--- src/rtl/host_step_pkg.sv ---
// Shared encodings for host_step_ctrl: FSM states, pacing phases and status word layout.
package host_step_pkg;

    typedef enum logic [1:0] {
        ST_IDLE  = 2'd0,
        ST_STEP  = 2'd1,
        ST_RUN   = 2'd2,
        ST_BREAK = 2'd3
    } state_e;

    typedef enum logic {
        PH_EN     = 1'b0,
        PH_SETTLE = 1'b1
    } phase_e;

    localparam int STAT_HALTED   = 0;
    localparam int STAT_BUSY     = 1;
    localparam int STAT_BP_HIT   = 2;
    localparam int STAT_STATE_LO = 3;
    localparam int STAT_REM_LO   = 16;

    function automatic logic [31:0] pack_status(
        input logic [15:0] rem,
        input state_e      st,
        input logic        bp_hit,
        input logic        busy,
        input logic        halted
    );
        logic [31:0] w;
        w = '0;
        w[STAT_REM_LO +: 16]  = rem;
        w[STAT_STATE_LO +: 2] = st;
        w[STAT_BP_HIT]        = bp_hit;
        w[STAT_BUSY]          = busy;
        w[STAT_HALTED]        = halted;
        return w;
    endfunction

endpackage

--- src/rtl/pc_trace_buf.sv ---
// Circular PC history; read index 0 returns the most recently written entry.
module pc_trace_buf #(
    parameter  int DEPTH = 8,
    localparam int IDX_W = $clog2(DEPTH)
) (
    input  logic             clk_i,
    input  logic             rst_i,
    input  logic             we_i,
    input  logic [31:0]      wdata_i,
    input  logic [IDX_W-1:0] rd_idx_i,
    output logic [31:0]      rd_data_o
);

    logic [31:0]      mem_q [DEPTH];
    logic [IDX_W-1:0] wptr_q;
    logic [IDX_W-1:0] rd_addr;

    // Power-of-two depth lets the pointer arithmetic wrap for free.
    assign rd_addr   = wptr_q - IDX_W'(1) - rd_idx_i;
    assign rd_data_o = mem_q[rd_addr];

    always_ff @(posedge clk_i) begin
        if (rst_i) begin
            for (int i = 0; i < DEPTH; i++) begin
                mem_q[i] <= '0;
            end
            wptr_q <= '0;
        end else if (we_i) begin
            mem_q[wptr_q] <= wdata_i;
            wptr_q        <= wptr_q + IDX_W'(1);
        end
    end

endmodule

--- src/rtl/host_step_ctrl.sv ---
// Host run/step requests -> paced single-cycle core clock enable with N-step bursts and PC breakpoint.
// Optional PC trace buffer is compiled in with HOST_STEP_TRACE_EN.
module host_step_ctrl
    import host_step_pkg::*;
#(
    parameter int STEP_W      = 16,
    parameter int TRACE_DEPTH = 8
) (
    input  logic                           sysclk,
    input  logic                           rst,
    input  logic                           ctrl_run,
    input  logic                           ctrl_step,
    input  logic [STEP_W-1:0]              step_count,
    input  logic                           bp_en,
    input  logic [31:0]                    bp_addr,
    input  logic [31:0]                    mips_pc_current,
    output logic                           core_clk_en,
    output logic                           halted,
    output logic                           busy,
    output logic                           bp_hit,
    output logic [31:0]                    cycle_count,
    output logic [31:0]                    status,
    input  logic [$clog2(TRACE_DEPTH)-1:0] trace_idx,
    output logic [31:0]                    trace_pc
);

    state_e            state_q, state_d;
    phase_e            phase_q, phase_d;
    logic [STEP_W-1:0] rem_q, rem_d;
    logic              step_prev_q;
    logic              core_clk_en_q, core_clk_en_d;
    logic              halted_q, halted_d;
    logic              busy_q, busy_d;
    logic              bp_hit_q, bp_hit_d;
    logic [31:0]       cycle_count_q, cycle_count_d;

    logic              step_edge;
    logic              pc_match;
    logic [STEP_W-1:0] rem_load;
    logic [STEP_W-1:0] rem_dec;
    logic [15:0]       rem16;

    assign step_edge = ctrl_step & ~step_prev_q;
    assign pc_match  = bp_en && (mips_pc_current == bp_addr);
    assign rem_load  = (step_count == '0) ? STEP_W'(1) : step_count;
    assign rem_dec   = rem_q - STEP_W'(1);

    always_ff @(posedge sysclk) begin
        if (rst) begin
            state_q       <= ST_IDLE;
            phase_q       <= PH_EN;
            rem_q         <= '0;
            step_prev_q   <= 1'b0;
            core_clk_en_q <= 1'b0;
            halted_q      <= 1'b1;
            busy_q        <= 1'b0;
            bp_hit_q      <= 1'b0;
            cycle_count_q <= '0;
        end else begin
            state_q       <= state_d;
            phase_q       <= phase_d;
            rem_q         <= rem_d;
            step_prev_q   <= ctrl_step;
            core_clk_en_q <= core_clk_en_d;
            halted_q      <= halted_d;
            busy_q        <= busy_d;
            bp_hit_q      <= bp_hit_d;
            cycle_count_q <= cycle_count_d;
        end
    end

    // The PC compare only runs in SETTLE, i.e. after an issued enable, so a resume always advances.
    always_comb begin
        state_d = state_q;
        phase_d = phase_q;
        rem_d   = rem_q;
        unique case (state_q)
            ST_IDLE: begin
                if (ctrl_run) begin
                    state_d = ST_RUN;
                    phase_d = PH_EN;
                end else if (step_edge) begin
                    state_d = ST_STEP;
                    phase_d = PH_EN;
                    rem_d   = rem_load;
                end
            end
            ST_STEP: begin
                if (phase_q == PH_EN) begin
                    phase_d = PH_SETTLE;
                end else begin
                    rem_d   = rem_dec;
                    phase_d = PH_EN;
                    if (pc_match) begin
                        state_d = ST_BREAK;
                    end else if (rem_dec == '0) begin
                        state_d = ST_IDLE;
                    end
                end
            end
            ST_RUN: begin
                if (phase_q == PH_EN) begin
                    phase_d = PH_SETTLE;
                end else begin
                    phase_d = PH_EN;
                    if (pc_match) begin
                        state_d = ST_BREAK;
                    end else if (!ctrl_run) begin
                        state_d = ST_IDLE;
                    end
                end
            end
            ST_BREAK: begin
                if (step_edge) begin
                    state_d = ST_STEP;
                    phase_d = PH_EN;
                    rem_d   = rem_load;
                end else if (!ctrl_run) begin
                    state_d = ST_IDLE;
                end
            end
            default: begin
                state_d = ST_IDLE;
                phase_d = PH_EN;
            end
        endcase
    end

    always_comb begin
        core_clk_en_d = ((state_d == ST_STEP) || (state_d == ST_RUN)) && (phase_d == PH_EN);
        halted_d      = (state_d == ST_IDLE) || (state_d == ST_BREAK);
        busy_d        = (state_d == ST_STEP) || (state_d == ST_RUN);
        bp_hit_d      = (state_d == ST_BREAK);
        cycle_count_d = cycle_count_q + (core_clk_en_q ? 32'd1 : 32'd0);
    end

    generate
        if (STEP_W >= 16) begin : g_rem_trunc
            assign rem16 = rem_q[15:0];
        end else begin : g_rem_ext
            assign rem16 = {{(16 - STEP_W){1'b0}}, rem_q};
        end
    endgenerate

    assign core_clk_en = core_clk_en_q;
    assign halted      = halted_q;
    assign busy        = busy_q;
    assign bp_hit      = bp_hit_q;
    assign cycle_count = cycle_count_q;
    assign status      = pack_status(rem16, state_q, bp_hit_q, busy_q, halted_q);

`ifdef HOST_STEP_TRACE_EN
    logic trace_we;

    assign trace_we = ((state_q == ST_STEP) || (state_q == ST_RUN)) && (phase_q == PH_SETTLE);

    pc_trace_buf #(
        .DEPTH(TRACE_DEPTH)
    ) u_trace (
        .clk_i    (sysclk),
        .rst_i    (rst),
        .we_i     (trace_we),
        .wdata_i  (mips_pc_current),
        .rd_idx_i (trace_idx),
        .rd_data_o(trace_pc)
    );
`else
    logic unused_trace_idx;

    assign unused_trace_idx = ^trace_idx;
    assign trace_pc         = '0;
`endif

endmodule

--- config.mk ---
export PLATFORM = sky130hd
export DESIGN_NAME = host_step_ctrl
export DESIGN_NICKNAME = d
export VERILOG_FILES = /design/src/rtl/host_step_pkg.sv /design/src/rtl/pc_trace_buf.sv /design/src/rtl/host_step_ctrl.sv
export SDC_FILE = /design/constraint.sdc
export NUM_CORES = 1
export LEC_CHECK = 0
export ABC_AREA = 1
export ABC_CLOCK_PERIOD_IN_PS = 3200
export CAP_MARGIN = 20
export CORE_MARGIN = 2
export CORE_UTILIZATION = 50
export CTS_BUF_LIST = sky130_fd_sc_hd__clkbuf_4
export DETAILED_ROUTE_END_ITERATION = 10
export DONT_BUFFER_PORTS = 1
export HOLD_SLACK_MARGIN = 0.03
export PLACE_DENSITY = 0.68
export SETUP_SLACK_MARGIN = 0.1
export SYNTH_ARGS = -nofsm -noshare
export SYNTH_HDL_FRONTEND = slang
export SYNTH_SLANG_ARGS = --single-unit
export TNS_END_PERCENT = 10
--- constraint.sdc ---
create_clock -name sysclk -period 3.2 [get_ports sysclk]
set_clock_uncertainty 0.1 [all_clocks]
set_input_delay 0.64 -clock sysclk [delete_from_list [all_inputs] [get_ports sysclk]]
set_output_delay 0.64 -clock sysclk [all_outputs]
set_load 0.1 [all_outputs]
==> flow_metrics.env, run 1 <==
export IMPL_status="complete, no violations"
export IMPL_clkTransAtPathRegs_ns=0.17
export IMPL_hold_path_startpoint="rst"
export IMPL_grt_busiest_layer="met2"
export IMPL_viasPerCell=4.99
export IMPL_finalSetupTns_ns=0
export IMPL_hp_class="input port to flip-flop"
export IMPL_cts_buffers=5
export IMPL_dpl_hpwl_mm=7.60
export IMPL_setup_viol=0
export IMPL_maxCapViolations=0
export IMPL_syn2layout_area_growth_pct=8.50
export IMPL_drc=0
export IMPL_globalplace_congestion=0.899
export IMPL_r2r_slack_ns=0.46
export IMPL_finalHoldViolCount=0
export IMPL_worst_slew_pin_slew_ns=1.00
export IMPL_firstDrtPassIters=4
export IMPL_finalCritPeriodShare_pct=85.8
export IMPL_fmax_ghz=0.364
export IMPL_cts_path_max_buffers=2
export IMPL_period_minus_slack_ns=2.74
export IMPL_cpMaxStageDelayCell="inv_1"
export IMPL_vias=3955
export IMPL_synthCells=644
export IMPL_drt_iter0_drc=148
export IMPL_core_rowCount=33
export IMPL_required_ns=3.33
export IMPL_holdPathEnd="cycle_count[10]"
export IMPL_avgRoutedWirePerCell_um=12.0
export IMPL_antenna_found_initial=0
export IMPL_grt_pass1_wl_mm=15.7
export IMPL_whs_ns=0.208
export IMPL_grt_use_met2_pct=38.9
export IMPL_ys_seq_area_share_pct=27.3
export IMPL_r2r_start="state_q[0]"
export IMPL_dieHeight_um=94.6
export IMPL_synth_seq_cells=56
export IMPL_max_stage_delay_ns=0.39
export IMPL_leakage_uw=0.00216
export IMPL_timing_final_max_slew_violations=0
export IMPL_core_area_um2=8090
export IMPL_r2r_cells=10
export IMPL_crit_top_cell="inv_1"
export IMPL_crit_family="buffers and inverters"
export IMPL_rsz0062_at_grt="false"
export IMPL_yosysUniqueCellTypes=39
export IMPL_path_max_fanout=22
export IMPL_critPathArrivalTime_ns=2.88
export IMPL_cp_buffers_inverters=4
export IMPL_hold_path_depth=1
export IMPL_clock_tree_root_cell="clkbuf_4"
export IMPL_cts_tree="yes"
export IMPL_track_usage_pct=21.3
export IMPL_final_layout_size_suffix_gt1_share_pct=13.5
export IMPL_syn_avg_cell_area_um2=6.37
export IMPL_power_density_nw_per_um2=525
export IMPL_worstSetupEndpointType="flip-flop"
export IMPL_grt_max_degree=33
export IMPL_start_util_pct=50.7
export IMPL_synth_area_um2=4110
export IMPL_die_area_um2=8950
export IMPL_clock_sinks=56
export IMPL_port_buffers=0
export IMPL_grt_util_met3_pct=5.03
export IMPL_yosysWarnings=0
export IMPL_die_w_um=94.6
export IMPL_peakVddDrop_uv=224
export IMPL_n_antenna_cell=0
export IMPL_gr_total_overflow=0
export IMPL_grt_pass1_vias=3716
export IMPL_worstPathCellList="buf_4 -> inv_1 -> ha_1 -> inv_1 -> o21ai_0 -> a21oi_1 -> and2_1 -> inv_1 -> a21oi_1 -> a221oi_1"
export IMPL_path_class="flip-flop to flip-flop"
export IMPL_insertion_delay_ns=0.38
export IMPL_postRouteAntennaNets=0
export IMPL_ios=188
export IMPL_slew_headroom_pct=33.3
export IMPL_htree_levels=2
export IMPL_met1_usage_pct=24.5
export IMPL_cts_setup_buffers=0
export IMPL_drt_total_wl_mm=9.48
export IMPL_final_net_count=784
export IMPL_cp_start_kind="flip-flop"
export IMPL_reg2reg_to="rem16[9]"
==> flip-flops by register name, summed over array words and instances, names as in the netlist <==
name / count
bp_hit: 1
rem16: 16
busy: 1
halted: 1
core_clk_en: 1
state_q: 2
step_prev_q: 1
cycle_count: 32
phase_q: 1
==> worst max-delay path by stage <==
| stage | startpoint | endpoint | slack [ns] | cells past startpoint |
|---|---|---|---|---|
| 2_1_floorplan | cycle_count[0] | cycle_count[26] | 0.13 | 15 |
| 4_1_cts | rem16[0] | core_clk_en | 0.42 | 20 |
| 5_1_grt | rem16[0] | core_clk_en | 0.14 | 20 |
| 3_5_place_dp | rem16[0] | core_clk_en | 0.44 | 20 |
| 3_3_place_gp | rem16[0] | core_clk_en | 0.49 | 20 |
| 6_report | state_q[0] | rem16[9] | 0.46 | 10 |
==> cell families after synthesis <==
logic type      count (synthesis)  synth area share (%)
compound gates                 90                  12.7
xor+xnor                       18                  3.84
fa+ha+maj                      10                  3.05
buf+inv                       165                  19.4
flops                          56                  27.3
other cells                     1                0.0913
simple gates                  304                  33.6
==> Yosys cell counts <==
cell type  instances  area share, %
a211oi_1           3           0.55
a21oi_1           40            4.9
a221oi_1           9            1.9
a31o_1             1           0.21
and2_1             2           0.30
buf_1              1          0.091
buf_2              2           0.24
buf_4             46            8.4
clkbuf_1           9           0.82
clkinv_1           1          0.091
conb_1             1          0.091
dfxtp_1           56             27
ha_1              10            3.0
inv_1            100            9.1
inv_2              6           0.55
nand2_1          140             13
nand2_2            6           0.91
nand3_1           25            3.0
nand3_2            5            1.2
nand3b_1           2           0.37
nand3b_4           1           0.49
nand4_1           12            1.8
nor2_1            76            6.9
nor2_2             3           0.46
nor2_4             4            1.1
nor3_1            19            2.3
nor3_4             2           0.79
nor4_1             5           0.76
o211a_1            1           0.24
o211ai_1           1           0.18
o21a_1             4           0.73
o21ai_0           18            2.2
o21ai_1            8           0.98
o21bai_1           1           0.18
o22ai_1            3           0.46
o31ai_1            1           0.18
or2_2              2           0.30
xnor2_1           11            2.3
xor2_1             7            1.5
==> power breakdown <==
| group | switching (uW) | internal (uW) |
|---|---|---|
| sequential | 146 | 748 |
| clock | 233 | 101 |
| combinational | 871 | 241 |
| total | 1250 | 1090 |
==> area by class of cell <==
cell class              instances  area (um2)
fillers                       827        3640
multi-input cells             465        2350
flip-flops and latches         56        1130
inverters                     107         402
repair buffers                 51         383
well taps                     105         131
clock buffers                   6        45.0
clock inverters                 2        17.5
==> cells in the final DEF, fill, tap and decap left out, drive strengths merged, types with 2 or more instances in the layout <==
master / netlist / layout
conb: 1 / 43
nand4: 12 / 12
nand3b: 3 / 3
inv: 106 / 108
xnor2: 11 / 11
xor2: 7 / 7
nand3: 30 / 30
a21oi: 40 / 40
nor4: 5 / 5
or2: 2 / 2
ha: 10 / 10
o22ai: 3 / 3
nor2: 83 / 83
nand2: 146 / 146
clkbuf: 9 / 6
buf: 49 / 51
dfxtp: 56 / 56
nor3: 21 / 21
o21a: 4 / 4
a221oi: 9 / 9
and2: 2 / 2
a211oi: 3 / 3
o21ai: 26 / 26
==> timing repair <==
action,CTS,global route
setup endpoints to repair,0,1
hold buffers,0,0
gates resized for setup,0,1
==> per-stage QoR <==
stage	setup WS, ns	power [uW]	util, %	cell area [um2]	cells
6_report	0.455	2340	55.0	4450	792
5_1_grt	0.136	2480	55.0	4450	792
3_3_place_gp	0.491	2000	54.2	4390	784
2_1_floorplan	0.127	1890	-	4260	686
3_5_place_dp	0.441	2010	54.2	4390	784
4_1_cts	0.423	2350	55.0	4450	792
==> layer usage <==
layer | share of wire (%) | wire [um] | vias up
li1 | - | - | 2035
met1 | 43 | 4070 | 1780
met2 | 49 | 4610 | 125
met3 | 6.9 | 653 | 15
met4 | 1.6 | 147 | 0
met5 | 0 | 0 | -
Power figures use the tool's default switching activity.
==> inputs of run 2 (changes only) <==
ABC_CLOCK_PERIOD_IN_PS = 3500   (was 3200)
CELL_PAD_IN_SITES_DETAIL_PLACEMENT = 1   (was not set)
CELL_PAD_IN_SITES_GLOBAL_PLACEMENT = 2   (was not set)
CORE_UTILIZATION = 35   (was 50)
PLACE_DENSITY = 0.9   (was 0.68)
clock period = 3.5 ns   (was 3.2 ns; I/O delays follow)
==> run 2 against run 1 <==
Global-route usage is 2.8 points lower; worst hold slack better by 0.0021 ns; cell area is 0.37% higher; non-clock buffer count is 2 lower; worst setup slack better by 0.11 ns; sequential share of layout area is 0.12 points lower; via count is 2.1% higher; critical path type unchanged; largest cell class unchanged; highest routed layer unchanged.
==> flow_metrics.env, run 2 (same netlist as run 1, synthesis figures left out) <==
export IMPL_fmax_ghz=0.341
export IMPL_grt_busiest_layer="met2"
export IMPL_ios=188
export IMPL_grt_max_degree=33
export IMPL_max_stage_delay_ns=0.36
export IMPL_dpl_cell_count=820
export IMPL_insertion_delay_ns=0.44
export IMPL_clkTransAtPathRegs_ns=0.20
export IMPL_setup_viol=0
export IMPL_period_minus_slack_ns=2.93
export IMPL_critPathArrivalTime_ns=3.19
export IMPL_vias=4040
export IMPL_grt_pass1_wl_mm=19.3
export IMPL_cts_resized=0
export IMPL_fin_util_pct=39.2
export IMPL_cp_start_kind="flip-flop"
export IMPL_track_usage_pct=18.5
export IMPL_cts_path_max_buffers=2
export IMPL_required_ns=3.76
export IMPL_dpl_instance_area_um2=4420
export IMPL_crit_top_cell="nand2_1"
export IMPL_drt_total_wl_mm=11.7
export IMPL_viasPerCell=4.89
export IMPL_drt_iter0_drc=115
export IMPL_grt_use_met2_pct=33.8
export IMPL_grt_util_met3_pct=5.72
export IMPL_die_w_um=112
export IMPL_avgRoutedWirePerCell_um=14.2
export IMPL_final_net_count=782
export IMPL_gr_total_overflow=0
export IMPL_die_area_um2=12600
export IMPL_cts_setup_buffers=0
export IMPL_path_max_fanout=6
export IMPL_clock_tree_root_cell="clkbuf_4"
export IMPL_port_buffers=0
export IMPL_n_antenna_cell=0
export IMPL_clock_sinks=56
export IMPL_path_class="flip-flop to flip-flop"
export IMPL_finalHoldViolCount=0
export IMPL_worstSetupEndpointType="flip-flop"
export IMPL_start_util_pct=36.0
export IMPL_postRouteAntennaNets=0
export IMPL_slew_headroom_pct=32.2
export IMPL_final_layout_size_suffix_gt1_share_pct=12.7
export IMPL_syn2layout_area_growth_pct=8.90
export IMPL_leakage_uw=0.00214
export IMPL_core_area_um2=11400
export IMPL_antenna_found_initial=0
export IMPL_rsz0062_at_grt="false"
export IMPL_maxCapViolations=0
export IMPL_power_density_nw_per_um2=482
export IMPL_worstPathCellList="inv_1 -> ha_1 -> nand2_1 -> nor2_1 -> nor2_1 -> nor2_1 -> nand3b_1 -> nor3_1 -> nand3_1 -> nand2_1 -> nand2_1 -> nand2_1 -> nand2_1 -> nand2_1 -> inv_1 -> ha_1 -> inv_1 -> nor2_1 -> inv_1 -> nor2_1"
export IMPL_cts_hold_buffers=0
export IMPL_final_common_cell="nand2_1"
export IMPL_globalplace_congestion=0.838
export IMPL_dieHeight_um=112
export IMPL_final_area_um2=4470
export IMPL_worst_slew_pin_slew_ns=1.01
export IMPL_htree_levels=2
export IMPL_met1_usage_pct=20.6
export IMPL_fin_cells=827
export IMPL_finalCritPeriodShare_pct=83.8
export IMPL_timing_final_max_slew_violations=0
export IMPL_drc=0
export IMPL_hp_class="input port to flip-flop"
export IMPL_cts_tree="yes"
export IMPL_finalSetupTns_ns=0
export IMPL_final_cell_mix="140 x nand2_1, 100 x inv_1, 76 x nor2_1"
export IMPL_firstDrtPassIters=4
export IMPL_cts_buffers=5
export IMPL_peakVddDrop_uv=227
export IMPL_grt_pass1_vias=4236
export IMPL_fillCellCount=1559
export IMPL_status="complete, no violations"
export IMPL_dpl_hpwl_mm=9.42
export IMPL_cpMaxStageDelayCell="dfxtp_1"
export IMPL_largest_register_ffs=32
export IMPL_core_rowCount=39
## run 2: worst paths after layout
kind                           to  slack (ns)  depth (start not counted)            start
setup / recovery      core_clk_en        0.57                         20         rem16[0]
hold / removal          rem16[10]        0.21                          1              rst
setup reg to reg      core_clk_en        0.57                         20         rem16[0]
hold reg to reg   cycle_count[24]        0.45                          1  cycle_count[24]
## run 2: layout make-up
class | count | area, um2 | area share (%)
multi-input combinational | 465 | 2350 | 52.5
sequential | 56 | 1120 | 25.2
inverter | 107 | 402 | 8.98
timing repair buffer | 49 | 368 | 8.23
tap | 143 | 179 | 4.00
clock buffer | 5 | 37.5 | 0.840
clock inverter | 2 | 12.5 | 0.280
## run 2: per-stage QoR
step,worst slack (ns),power (uW),hold slack (ns)
floorplan,0.376,1730,0.514
global placement,0.700,1840,0.412
detailed placement,0.600,1870,0.424
CTS,0.537,2180,0.183
global route,0.239,2290,0.172
finish,0.565,2160,0.210
## run 2: power by group
group	switching, uW	internal (uW)
clock	230	74.1
sequential	135	684
combinational	813	220
## run 2: critical path: cells and delay by family (launching register included)
family | cells | cell delay, ns
fa+ha+maj | 2 | 0.59
simple gates | 14 | 1.54
buf+inv | 4 | 0.27
flops | 1 | 0.36
## run 2: routing by layer
metal | vias to the layer above | part of all wire (%) | wire length (um)
li1 | 2031 | - | -
met1 | 1896 | 40 | 4720
met2 | 102 | 51 | 6030
met3 | 11 | 6.8 | 803
met4 | 0 | 1.5 | 178
met5 | - | 0 | 0
